===== src/rtl/nas1_vid_capture.sv =====
// rtl/nas1_vid_capture.sv - NASCOM 1 composite video decoder to pixel coordinates
// Define NAS1_VID_CAPTURE_STATS_EN to add the last_line_clks/last_frame_lines outputs.
module nas1_vid_capture #(
    parameter int HSYNC_MIN    = 16,
    parameter int VSYNC_MIN    = 1024,
    parameter int H_START      = 10,
    parameter int H_PIXELS     = 384,
    parameter int V_START      = 4,
    parameter int V_LINES      = 256,
    parameter int LINE_TIMEOUT = 2047
) (
    input  logic        clk,
    input  logic        rst_n,
    input  logic        vid_sync,
    input  logic        vid_data,
    output logic        pix_valid,
    output logic [9:0]  pix_x,
    output logic [9:0]  pix_y,
    output logic        pix_data,
    output logic        frame_done,
    output logic        locked,
    output logic [7:0]  glitch_cnt
`ifdef NAS1_VID_CAPTURE_STATS_EN
    ,
    output logic [11:0] last_line_clks,
    output logic [9:0]  last_frame_lines
`endif
);

    localparam logic [11:0] HS_MIN_L = 12'(HSYNC_MIN);
    localparam logic [11:0] VS_MIN_L = 12'(VSYNC_MIN);
    localparam logic [11:0] TO_L     = 12'(LINE_TIMEOUT);
    localparam logic [9:0]  H_LO     = 10'(H_START);
    localparam logic [9:0]  H_HI     = 10'(H_START + H_PIXELS);
    localparam logic [9:0]  V_LO     = 10'(V_START);
    localparam logic [9:0]  V_HI     = 10'(V_START + V_LINES);

    typedef enum logic {SEARCH, FRAME} state_t;

    state_t      state, state_nxt;
    logic        sync_m, s_sync, sync_d, data_m, s_data;
    logic [11:0] lowcnt, idle_cnt;
    logic        phase, any_cap, frame_done_nxt;
    logic [9:0]  hcnt, vline;
    logic        sync_rise, sync_edge, ev_vs, ev_hs, ev_glitch, timeout, capture;

    // Sync path resets to the idle-high level so leaving reset is not seen as an edge
    always_ff @(posedge clk or negedge rst_n) begin
        if (!rst_n) begin
            sync_m <= 1'b1;
            s_sync <= 1'b1;
            sync_d <= 1'b1;
            data_m <= 1'b0;
            s_data <= 1'b0;
        end else begin
            sync_m <= vid_sync;
            s_sync <= sync_m;
            sync_d <= s_sync;
            data_m <= vid_data;
            s_data <= data_m;
        end
    end

    assign sync_rise = s_sync & ~sync_d;
    assign sync_edge = s_sync ^ sync_d;
    assign ev_vs     = sync_rise && (lowcnt >= VS_MIN_L);
    assign ev_hs     = sync_rise && (lowcnt >= HS_MIN_L) && (lowcnt < VS_MIN_L);
    assign ev_glitch = sync_rise && (lowcnt < HS_MIN_L);
    assign timeout   = (idle_cnt >= TO_L) && !sync_edge;

    always_ff @(posedge clk or negedge rst_n) begin
        if (!rst_n) begin
            lowcnt     <= 12'd0;
            idle_cnt   <= 12'd0;
            glitch_cnt <= 8'd0;
        end else begin
            if (s_sync)
                lowcnt <= 12'd0;
            else if (lowcnt != 12'hFFF)
                lowcnt <= lowcnt + 12'd1;
            if (sync_edge)
                idle_cnt <= 12'd0;
            else if (idle_cnt < TO_L)
                idle_cnt <= idle_cnt + 12'd1;
            if (ev_glitch && glitch_cnt != 8'hFF)
                glitch_cnt <= glitch_cnt + 8'd1;
        end
    end

    always_ff @(posedge clk or negedge rst_n) begin
        if (!rst_n) begin
            phase <= 1'b0;
            hcnt  <= 10'd0;
            vline <= 10'd0;
        end else begin
            if (ev_hs || ev_vs) begin
                phase <= 1'b0;
                hcnt  <= 10'd0;
            end else begin
                phase <= ~phase;
                if (phase && hcnt != 10'h3FF)
                    hcnt <= hcnt + 10'd1;
            end
            if (ev_vs)
                vline <= 10'd0;
            else if (ev_hs && vline != 10'h3FF)
                vline <= vline + 10'd1;
        end
    end

    // A sync event on the sampling clock wins over the sample
    assign capture = (state == FRAME) && phase && !ev_hs && !ev_vs && !timeout &&
                     (vline >= V_LO) && (vline < V_HI) && (hcnt >= H_LO) && (hcnt < H_HI);

    always_comb begin
        state_nxt      = state;
        frame_done_nxt = 1'b0;
        case (state)
            SEARCH: if (ev_vs) state_nxt = FRAME;
            FRAME: begin
                if (ev_vs)
                    frame_done_nxt = any_cap;
                else if (timeout)
                    state_nxt = SEARCH;
            end
            default: state_nxt = SEARCH;
        endcase
    end

    assign locked = (state == FRAME);

    always_ff @(posedge clk or negedge rst_n) begin
        if (!rst_n) begin
            state      <= SEARCH;
            any_cap    <= 1'b0;
            pix_valid  <= 1'b0;
            pix_x      <= 10'd0;
            pix_y      <= 10'd0;
            pix_data   <= 1'b0;
            frame_done <= 1'b0;
        end else begin
            state      <= state_nxt;
            frame_done <= frame_done_nxt;
            pix_valid  <= capture;
            if (ev_vs)
                any_cap <= 1'b0;
            else if (capture)
                any_cap <= 1'b1;
            if (capture) begin
                pix_x    <= hcnt - H_LO;
                pix_y    <= vline - V_LO;
                pix_data <= s_data;
            end
        end
    end

`ifdef NAS1_VID_CAPTURE_STATS_EN
    logic [11:0] line_clks;

    always_ff @(posedge clk or negedge rst_n) begin
        if (!rst_n) begin
            line_clks        <= 12'd0;
            last_line_clks   <= 12'd0;
            last_frame_lines <= 10'd0;
        end else begin
            if (ev_hs) begin
                line_clks      <= 12'd0;
                last_line_clks <= (line_clks == 12'hFFF) ? 12'hFFF : line_clks + 12'd1;
            end else if (line_clks != 12'hFFF) begin
                line_clks <= line_clks + 12'd1;
            end
            if (ev_vs)
                last_frame_lines <= vline;
        end
    end
`endif

endmodule

===== config.mk =====
export PLATFORM = sky130hd
export DESIGN_NAME = nas1_vid_capture
export DESIGN_NICKNAME = d
export VERILOG_FILES = /design/src/rtl/nas1_vid_capture.sv
export SDC_FILE = /design/constraint.sdc
export NUM_CORES = 1
export LEC_CHECK = 0
export CAP_MARGIN = 20
export CELL_PAD_IN_SITES_DETAIL_PLACEMENT = 1
export CELL_PAD_IN_SITES_GLOBAL_PLACEMENT = 1
export CORE_UTILIZATION = 45
export CTS_CLUSTER_SIZE = 12
export DETAILED_ROUTE_END_ITERATION = 7
export HOLD_SLACK_MARGIN = 0.1
export PLACE_DENSITY = 0.77
export RECOVER_POWER = 100
export SLEW_MARGIN = 15
export SYNTH_ARGS = -nofsm -noshare
export SYNTH_HDL_FRONTEND = slang
export SYNTH_SLANG_ARGS = --single-unit

===== constraint.sdc =====
create_clock -name clk -period 4.7 [get_ports clk]
set_input_delay 0.94 -clock clk [delete_from_list [all_inputs] [get_ports clk]]
set_output_delay 0.94 -clock clk [all_outputs]
set_load 0.01 [all_outputs]

==> flow_summary.ini <==
[outcome]
status = finished, final reports clean

[yosys]
syn_area_um2 = 4220
ys.flop_type = dfrtp_1
ys_types = 55
avgSynthCellArea_um2 = 10.9
ys_seq_area_frac = 0.493
synth.area.mux_share = 0.0771
async_flop_share = 1.00
synth-simple-area-share = 0.190
yosys.area.top_type = dfrtp_1
synth_nets = 406
synthesis.instances = 388
synth-compound-area-share = 0.0685
synth_xor_area_frac = 0.0934
synth_top_family_by_area = simple AND/OR/NAND/NOR gates
synth_edf_count = 0
synth-adder-area-share = 0.0415
ys_ff_latch = 83
yosysTopAreaCellShare = 0.474
post_synth_main_area_contributors = dfrtp_1, mux2_4, xnor2_1
yosys_warnings = 0

[drt]
viasPerCell = 5.50
vias = 2925
drt_iter0_drc = 123
drc = 0
dr.pass1.iters = 4
wire_per_inst_um = 17.2
antenna_left = 0
routed_wl_mm = 9.13

[clock_network]
clock_sinks = 83
postCtsSetupBuffers = 0
clk_path_buf_depth = 2
cts_tree = built
cts_root_buf = clkbuf_8
htreeDepth = 3
cts_buffers = 9
cts_hold_buf = 0
cts_resized = 0
clk_pin_slew_ns = 0.08
clk_latency_ns = 0.36

[critical_path]
r2r_slack_ns = 1.79
path_max_fanout = 57
cp_num_cells = 2
cpMaxStageDelayCell = clkbuf_2
crit_buf_inv = 2
cp-startpoint = rst_n
startpoint_type = primary input
worstPathRequired_ns = 4.93
crit_chain = clkbuf_1, clkbuf_2
r2r-start = s_sync
end_kind = async pin
ff2ff_path_depth = 6
critical-path-max-stage-delay_ns = 1.19
arrival_ns = 3.18
criticalPathCategory = in -> async
crit_family = buffers and inverters

[cells_and_area]
postLayoutCellArea_um2 = 4740
syn2layout_area_growth_pct = 12.3
antennaDiodeCount = 0
final_net_count = 437
final_layout_size_suffix_gt1_frac = 0.0637
fin_util = 0.533

[placed_design]
dp_hpwl_mm = 6.37
io_buffer_count = 35
dpl_cell_area_um2 = 4610
place.gp.congestion = 0.766

[timing]
slew-limit-headroom = 0.0650
layout_min_cycle_time_ns = 2.94
setup_viol = 0
tns_ns = 0
fin_crit_sh = 0.626
skew_ns = 0.00902
rsz0062_at_grt = no
maxSlewViolCount = 0
finalHoldViolations = 0
tightest_slew_ns = 1.40
fmax_ghz = 0.340

[power_and_ir_drop]
p_leak_nw = 2.23
ir_drop_mv = 0.186
power_density_nw_per_um2 = 314

[floorplanning]
core-area_um2 = 8890
ioPinCount = 36
die_x_um = 98.9
num_rows = 34
design.die.area_um2 = 9770
start_util = 0.475
fp.dieH_um = 98.9

[global_route]
grt_pass1_vias = 3029
overflow = 0
track_usage = 0.202
antenna_found_initial = 0
grt_max_degree = 84
grt_first_pass_wirelength_mm = 15.3

[job]
cap_violations = 0

[min_path]
min_path_type = reg -> reg
min_path_cells = 0
hold_path.startpoint = data_m
## final timing paths
check                              endpoint
worst max-delay path               pix_x[8]
worst min-delay path                 s_data
worst max register to register     vline[2]
worst min register to register       s_data
max in group clk                   vline[2]
min in group asynchronous       idle_cnt[9]
## flip-flops by register name, summed over array words and instances (netlist names)
name	cells
hcnt	10
any_cap	1
phase	1
pix_valid	1
pix_x	10
idle_cnt	12
sync_d	1
data_m	1
s_sync	1
s_data	1
pix_y	10
vline	10
glitch_cnt	8
sync_m	1
frame_done	1
lowcnt	12
pix_data	1
locked	1
## report_power, final
group / internal (mW) / switching (mW)
clock network: 0.261 / 0.252
logic: 0.0826 / 0.0844
registers: 0.753 / 0.0542
## logic make-up (layout without fill, tap and decap cells)
group / after synthesis / count (layout)
xor gates and xnor gates: 45 / 45
and+or+nand+nor: 149 / 149
AOI/OAI and AO/OA: 39 / 39
muxes: 24 / 24
buffers and inverters: 34 / 70
adders and majority gates: 14 / 14
DFF: 83 / 83
## synthesized netlist by cell type (all sizes together) (2+ instances only)
library cell  instances
dfstp                 3
nand3                20
o21a                  3
nand2                23
or3b                  2
o41ai                 4
nor3                 13
inv                  17
ha                   14
o21ai                 7
or3                   6
nor2                 44
nand4                 8
buf                   6
nor4                  9
and3                  8
mux2i                 4
xnor2                25
a21oi                 9
nor3b                 3
a41oi                 2
clkbuf               11
a31oi                 3
xor2                 20
mux2                 20
dfrtp                80
and4                  4
or2                   2
## per-layer routing
layer | part of all wire | up-vias | wire length [um] | global-route usage
met4 | 0.013 | 0 | 118 | 0.0597
met3 | 0.021 | 15 | 196 | 0.0489
met1 | 0.47 | 1473 | 4280 | 0.262
li1 | - | 1409 | - | -
met2 | 0.50 | 28 | 4540 | 0.336
met5 | 0 | - | 0 | 0
## final cells by class
class / count / area, um2
Fill cell: 979 / 4150
Tap cell: 108 / 135
Timing Repair Buffer: 37 / 353
Multi-Input combinational cell: 271 / 1910
Clock inverter: 4 / 48.8
Clock buffer: 12 / 145
Inverter: 17 / 63.8
Sequential cell: 83 / 2080
## placed cells by master, fill, tap and decap left out, types with 2 or more instances in the layout
cell / n
o21a_1: 3
xnor2_1: 25
dfstp_2: 2
nor3b_1: 3
nor2_1: 44
or3_1: 6
a21oi_1: 9
clkinv_2: 2
xor2_1: 20
mux2i_1: 4
clkbuf_8: 10
o41ai_1: 4
or2_2: 2
dlygate4sd3_1: 34
a41oi_1: 2
nand4_1: 8
nor4_1: 7
and4_1: 4
o21ai_0: 7
mux2_2: 2
nand2_1: 23
a31oi_1: 3
mux2_1: 18
inv_1: 17
and3_1: 8
dfrtp_1: 80
nand3_1: 19
clkbuf_1: 4
ha_1: 14
nor3_1: 13
## stage by stage
stage	setup slack [ns]	power, mW	instances	hold slack [ns]
CTS	1.70	1.52	530	0.355
finish	1.76	1.49	532	0.351
global route	1.27	1.56	532	0.370
floorplan	2.37	0.907	388	0.331
detailed placement	1.73	1.00	514	0.336
global placement	1.95	0.990	514	0.335
(Power assumes the default switching activity.)
